`src/rtl/dmem_arbiter.sv`:
```
// dmem_arbiter: shares one single-port synchronous data memory between
// port A (pipeline MEM stage, default priority) and port B (loader/DMA).
// A wait counter forces B ahead of A after B_MAX_WAIT denied cycles, and
// B may lock the memory for bursts of up to BURST_MAX grants while A waits.
//
// Ports:
//   clk, rst                        clock, synchronous active-high reset
//   a_req/a_we/a_addr/a_wdata       port A request bundle
//   a_gnt, a_rvalid, a_rdata        port A grant (comb) and read return
//   b_req/b_we/b_addr/b_wdata       port B request bundle
//   b_lock                          port B burst ownership request
//   b_gnt, b_rvalid, b_rdata        port B grant (comb) and read return
//   mem_en/mem_we/mem_addr/mem_wdata memory command (comb, follows grant)
//   mem_rdata                       memory read data, one cycle after read
module dmem_arbiter #(
  parameter int unsigned DATA_BITS  = 64,
  parameter int unsigned ADDR_BITS  = 64,
  parameter int unsigned B_MAX_WAIT = 4,
  parameter int unsigned BURST_MAX  = 8
) (
  input  logic                 clk,
  input  logic                 rst,
  input  logic                 a_req,
  input  logic                 a_we,
  input  logic [ADDR_BITS-1:0] a_addr,
  input  logic [DATA_BITS-1:0] a_wdata,
  output logic                 a_gnt,
  output logic                 a_rvalid,
  output logic [DATA_BITS-1:0] a_rdata,
  input  logic                 b_req,
  input  logic                 b_we,
  input  logic [ADDR_BITS-1:0] b_addr,
  input  logic [DATA_BITS-1:0] b_wdata,
  input  logic                 b_lock,
  output logic                 b_gnt,
  output logic                 b_rvalid,
  output logic [DATA_BITS-1:0] b_rdata,
  output logic                 mem_en,
  output logic                 mem_we,
  output logic [ADDR_BITS-1:0] mem_addr,
  output logic [DATA_BITS-1:0] mem_wdata,
  input  logic [DATA_BITS-1:0] mem_rdata
);

  localparam int unsigned CNT_BITS = 8;
  localparam logic [CNT_BITS-1:0] CNT_MAX   = '1;
  localparam logic [CNT_BITS-1:0] WAIT_LIM  = CNT_BITS'(B_MAX_WAIT);
  localparam logic [CNT_BITS-1:0] BURST_LIM = CNT_BITS'(BURST_MAX);

  typedef enum logic [1:0] {
    IDLE   = 2'd0,
    OWN_A  = 2'd1,
    OWN_B  = 2'd2,
    LOCK_B = 2'd3
  } state_e;

  state_e               state_q, state_d;
  logic [CNT_BITS-1:0]  wait_q, wait_d;
  logic [CNT_BITS-1:0]  burst_q, burst_d;
  logic                 tag_a_q, tag_a_d;
  logic                 tag_b_q, tag_b_d;
  logic [DATA_BITS-1:0] a_rdata_q, b_rdata_q;
  logic                 gnt_a, gnt_b;

  // State register and counters
  always_ff @(posedge clk) begin
    if (rst) begin
      state_q   <= IDLE;
      wait_q    <= '0;
      burst_q   <= '0;
      tag_a_q   <= 1'b0;
      tag_b_q   <= 1'b0;
      a_rdata_q <= '0;
      b_rdata_q <= '0;
    end else begin
      state_q   <= state_d;
      wait_q    <= wait_d;
      burst_q   <= burst_d;
      tag_a_q   <= tag_a_d;
      tag_b_q   <= tag_b_d;
      a_rdata_q <= a_rdata;
      b_rdata_q <= b_rdata;
    end
  end

  // Grant decision, next state, counter and read-tag updates
  always_comb begin
    gnt_a   = 1'b0;
    gnt_b   = 1'b0;
    state_d = IDLE;
    wait_d  = '0;
    burst_d = burst_q;
    tag_a_d = 1'b0;
    tag_b_d = 1'b0;

    if (!rst) begin
      if (state_q == LOCK_B && b_req && b_lock && (!a_req || burst_q < BURST_LIM))
        gnt_b = 1'b1;
      else if (b_req && wait_q >= WAIT_LIM)
        gnt_b = 1'b1;
      else if (a_req)
        gnt_a = 1'b1;
      else if (b_req)
        gnt_b = 1'b1;
    end

    if (gnt_a)
      state_d = OWN_A;
    else if (gnt_b)
      state_d = b_lock ? LOCK_B : OWN_B;

    if (b_req && !gnt_b)
      wait_d = (wait_q == CNT_MAX) ? wait_q : wait_q + CNT_BITS'(1);

    // Only B grants made while already locked and A is waiting use up the burst
    if (state_d != LOCK_B)
      burst_d = '0;
    else if (state_q != LOCK_B)
      burst_d = '0;
    else if (a_req && burst_q != CNT_MAX)
      burst_d = burst_q + CNT_BITS'(1);

    tag_a_d = gnt_a && !a_we;
    tag_b_d = gnt_b && !b_we;
  end

  // Port handshakes, memory command and read return
  always_comb begin
    a_gnt     = gnt_a;
    b_gnt     = gnt_b;
    mem_en    = 1'b0;
    mem_we    = 1'b0;
    mem_addr  = '0;
    mem_wdata = '0;

    if (gnt_a) begin
      mem_en    = 1'b1;
      mem_we    = a_we;
      mem_addr  = a_addr;
      mem_wdata = a_wdata;
    end else if (gnt_b) begin
      mem_en    = 1'b1;
      mem_we    = b_we;
      mem_addr  = b_addr;
      mem_wdata = b_wdata;
    end

    // A reset in the return cycle drops the pending read
    a_rvalid = tag_a_q && !rst;
    b_rvalid = tag_b_q && !rst;
    a_rdata  = a_rvalid ? mem_rdata : a_rdata_q;
    b_rdata  = b_rvalid ? mem_rdata : b_rdata_q;
  end

endmodule

```
`config.mk`:
```
export PLATFORM = sky130hd
export DESIGN_NAME = dmem_arbiter
export DESIGN_NICKNAME = d
export VERILOG_FILES = /design/src/rtl/dmem_arbiter.sv
export SDC_FILE = /design/constraint.sdc
export NUM_CORES = 1
export LEC_CHECK = 0
export CORE_AREA = 2 2 232 234
export CTS_CLUSTER_SIZE = 12
export DETAILED_ROUTE_END_ITERATION = 16
export DIE_AREA = 0 0 234 236
export PLACE_DENSITY_LB_ADDON = 0.3
export SYNTH_ARGS = -nofsm -noshare
export SYNTH_HDL_FRONTEND = slang
export SYNTH_SLANG_ARGS = --single-unit
```
`constraint.sdc`:
```
create_clock -name clk -period 2.9 [get_ports clk]
set_clock_uncertainty 0.05 [all_clocks]
set_input_delay 0.435 -clock clk [delete_from_list [all_inputs] [get_ports clk]]
set_output_delay 0.435 -clock clk [all_outputs]
set_load 0.01 [all_outputs]
```
### Yosys cells after proc, flatten, opt, wreduce, memory -nomap -nowiden

Index checks and enable logic that the tools add are counted.

* register bits after elaboration: 148
* output and inout port bits: 262
* word-level logic and storage cells: 57

* $add $sub $neg: 2
* $lt $le $gt $ge: 2
* equal/unequal tests: 5
* multiplexer cells: 22
* bitwise logic cells: 1
* reductions and logical operators: 18

Operator list (number)
* 64-bit 2-to-1 mux: 6
* 8-bit by 1-bit adder with 8-bit output, second input constant: 2
* 1-bit 2-to-1 mux: 14
* 1-bit logical AND: 10
* 8-bit equality test, second input constant: 1
* 8-bit by 3-bit greater-or-equal comparator with 1-bit output, second input constant: 1
* 8-bit by 4-bit < comparator with 1-bit output, second input constant: 1
* 8-bit != test, second input constant: 1
* 1-bit logical NOT: 5
* 2-bit 2-to-1 mux: 2
* 2-bit != test, second input constant: 2
* 3-bit OR reduction: 1
* 2-bit equality test, second input constant: 1
* 2-bit OR reduction: 1
* 1-bit logical OR: 1
* 1-bit NOT: 1

### Depth between registers and ports, before layout

* word-level depth: 10
* mapped depth: 6
* mapped depth without buffers: 5

### Least setup slack after synthesis

Ideal clock, no wire load.

* kind: reg-to-output
* from: reg burst_q[3]
* to: out mem_addr[0]
* data arrival time: 1.844 ns
* required time: 2.415 ns
* path slack: 0.571 ns
* stages on the path, launching flop included: 7
* path buffers: 2
* cell sequence: dfxtp_1 > or4_1 > or2_1 > a21boi_2 > buf_4 > buf_4 > a22o_1

* cells in the longest elaborated chain, start to end: 7

Ends and longest elaborated chain
* start: declaration: line 59 `logic [CNT_BITS-1:0] burst_q, burst_d;`
* start signal: assignment: line 78 `burst_q <= burst_d;`
* 8-bit by 4-bit < comparator with 1-bit output *: line 97 `if (state_q == LOCK_B && b_req && b_lock && (!a_req || burst_q < BURST_LIM))`
* 1-bit logical OR *: line 97
* 1-bit logical AND *: line 97
* 1-bit 2-to-1 mux: line 97
* 1-bit 2-to-1 mux: line 96 `if (!rst) begin`
* 64-bit 2-to-1 mux: line 141 `end else if (gnt_b) begin`
* 64-bit 2-to-1 mux *: line 136 `if (gnt_a) begin`
* end: declaration: line 40 `output logic [ADDR_BITS-1:0] mem_addr,`

Every way passes the cells marked *; elsewhere a longest branch is shown, timed or not.

### Final worst setup path

* from: reg burst_q[4]
* to: out mem_addr[39]

Same word-level chain as after synthesis.

==> impl_metrics.py <==
metrics = {
    "die": {
        "dieArea_sq_mm": 0.0552,
        "die_y_microns": 236,
        "num_rows": 85,
        "chipWidth_microns": 234,
        "core_sq_mm": 0.0531,
        "start_util_pct": 13.4,
        "top_level_ports": 589,
    },
    "finish": {
        "fill_cells": 5583,
        "syn_to_final_growth_pct": 111,
        "fin_nets": 1623,
        "regArea_sq_mm": 0.00297,
        "multi_input_comb_area_sq_mm": 0.00392,
        "final_util_pct": 28.2,
        "antenna_cells": 0,
        "drive_gt1_share_pct": 29.3,
    },
    "synthesis": {
        "yosys.area.top_type": "dfxtp_1",
        "synth_enable_flop_cells": 0,
        "yosys.area.top_type_share_pct": 41.7,
        "ys_ff_latch": 148,
        "ys_async_sr_fraction_pct": 0,
        "ys_warn_count": 0,
        "syn_area_sq_mm": 0.00710,
        "synth-seq-area-share_pct": 41.7,
        "syn_inst": 662,
        "yosysUniqueCellTypes": 38,
        "syn_area_per_cell_sq_um": 10.7,
        "synth-main-ff-cell": "dfxtp_1",
        "synth_area_leaders": "dfxtp_1 (42%), mux2_2 (20%), a22o_1 (16%), nor2b_1 (12%), clkbuf_1 (1.7%)",
    },
    "timing": {
        "fmax_mhz": 326,
        "rsz0062_at_grt": "yes",
        "maxSlewHeadroom_pct": 42.2,
        "min_period_ps": 3070,
        "slew_violations": 0,
        "finalCritPeriodShare_pct": 106,
        "hold_viol_final": 0,
        "worst_slew_pin_slew_ps": 867,
        "worst_slack_ps": -171,
        "report.final.setup_viol": 106,
    },
    "clock_tree": {
        "path_clk_slew_ps": 70,
        "cts_htree_levels": 4,
        "clock_path_buffers": 2,
        "cts_sinks": 148,
        "cts_buffers": 17,
        "insertion_delay_ps": 440,
        "cts_tree": "done",
        "holdBufCountCts": 0,
        "clockRootBuffer": "clkbuf_16",
    },
    "pwr": {
        "leakagePower_nw": 6.20,
        "cellPowerDensity_mw_per_mm2": 376,
        "max-vdd-ir-drop_mv": 0.312,
        "finalPower_w": 0.00563,
    },
    "job": {
        "maxCapViolations": 0,
    },
    "detailed_routing": {
        "drt-pass1-iter-count": 4,
        "vias": 7643,
        "drtAntennaViolNets": 0,
        "viasPerCell": 3.82,
        "drc": 0,
        "wl_mm": 38.3,
        "wl_per_cell_microns": 19.1,
        "dr.first_iter.drc_count": 191,
    },
    "critical_path": {
        "reg2reg_from": "burst_q[4]",
        "path_max_fanout": 5,
        "cp_num_buf_inv": 5,
        "r2r_setup_slack_ps": 870,
        "critical_path.startpoint_type": "register",
        "critical_path.startpoint": "burst_q[4]",
        "max_stage_delay_ps": 560,
        "critPathKind": "reg2out",
        "arrival_ps": 2590,
        "crit_chain": "or4_4 > o2111ai_2 > buf_6 > nand2_8 > buf_12 > buf_12 > buf_16 > a22o_4 > buf_6",
        "critical-path-top-delay-family": "buffers and inverters",
        "cp_slowest_cell": "or4_4",
        "critPathCaptureType": "output pin",
        "worstPathRequired_ps": 2410,
    },
    "global_routing": {
        "grt_pass1_wl_mm": 53.3,
        "met1_usage_pct": 14.1,
        "grt_pass1_vias": 8012,
        "use_met2_pct": 24.6,
        "grt_max_degree": 79,
        "overflow": 0,
        "grtUsageMet3_pct": 3.65,
        "antenna_found_initial": 0,
        "track_usage_pct": 13.2,
        "top_usage_layer": "met2",
    },
    "placed_design": {
        "post-dp-hpwl_mm": 28.1,
        "gp_congestion": 0.930,
        "io_buffers": 588,
    },
    "status": {
        "violations": "negative setup slack",
        "status": "finished, violations left",
    },
    "min_path": {
        "worst_hold_startpoint": "rst",
        "hold_path_class": "in2reg",
    },
}
==> cells in the mapped netlist (all sizes together) (2+ instances only) <==
master  instances
nor2b         132
a21boi          3
nand2b          2
inv             4
mux2          128
nor4            2
buf            24
ha              3
a21oi           5
nand2           3
a22o          129
clkbuf         32
a21o            2
nand3           4
and4            2
or2             3
nor2           11
nor3            2
mux2i           2
nand4           4
xor2            3
o21ai           3
dfxtp         148
xnor2           2
==> cell type report <==
class / count / area share (%)
inverters: 4 / 0.100
clock buffers: 18 / 2.93
flip-flops and latches: 148 / 19.8
well taps: 696 / 5.81
multi-input cells: 458 / 26.1
repair buffers: 664 / 44.4
clock inverters: 13 / 0.893
==> what timing repair did <==
item | CTS | global route
setup endpoints to repair | 132 | 131
buffers inserted | 22 | 5
gates cloned | 16 | 3
pin swaps | 28 | 55
gates resized for setup | 561 | 78
hold endpoints to repair | 0 | 0
==> report_power, final <==
part	switching, W	leakage, nW	internal [W]
sequential	0.00000972	1.20	0.00207
clock	0.000887	0.278	0.00128
combinational	0.000508	4.72	0.000875
total	0.00140	6.20	0.00423
==> sequential cells by signal, indices dropped and copies added (netlist names) <==
register,cells
a_rdata_q,64
b_rdata_q,64
burst_q,8
wait_q,8
state_q,2
tag_a_q,1
tag_b_q,1
==> worst paths after layout <==
| check | endpoint | cells past startpoint |
|---|---|---|
| max | mem_addr[39] | 9 |
| min | a_rdata_q[58] | 2 |
| max reg2reg | state_q[0] | 8 |
| min reg2reg | burst_q[1] | 2 |
==> cell usage in the layout, fill, tap and decap left out, drive strengths merged, types with 2 or more instances in the layout <==
cell type      count
clkdlybuf4s50    454
buf              204
dfxtp            148
nor2b            132
a22o             129
mux2             128
clkbuf            22
nor2              11
clkinv             6
inv                6
a21oi              5
conb               5
nand3              4
nand4              4
o21ai              3
xor2               3
ha                 3
clkinvlp           3
or2                3
nand2              3
a21boi             3
nor3               2
mux2i              2
xnor2              2
a21o               2
and4               2
bufinv             2
nor4               2
nand2b             2
==> cell families (layout without fill, tap and decap cells) <==
family | Yosys count | count (layout) | share of synthesized area (%)
AND/OR/NAND/NOR | 170 | 170 | 14.5
flip-flops | 148 | 148 | 41.7
AO/OA/AOI/OAI | 145 | 145 | 17.4
multiplexers | 130 | 130 | 20.6
buffers and inverters | 60 | 699 | 4.60
XOR/XNOR | 5 | 5 | 0.617
adder cells (fa/ha/maj) | 3 | 3 | 0.529
other | 1 | 5 | 0.0528
==> layer usage <==
layer  share of wire [%]  routed length, microns  vias up
li1                    -                       -     3658
met1                  38                   14500     3637
met2                  52                   19800      312
met3                 8.2                    3140       36
met4                 2.2                     857        0
met5                   0                       0        -
==> metrics by stage <==
step / instances / cell area (sq um) / setup WS (ps) / TNS [ps] / hold WS, ps
detailed placement: 1933 / 14000 / -221 / -19670 / 476
finish: 2001 / 15000 / -171 / -9160 / 218
global route: 2001 / 15000 / -247 / -21620 / 209
CTS: 2001 / 15100 / -230 / -18030 / 200
floorplan: 666 / 7120 / 571 / 0 / 433
global placement: 1933 / 14000 / -238 / -20300 / 453
Note: power is estimated with default switching activity, not from simulation.
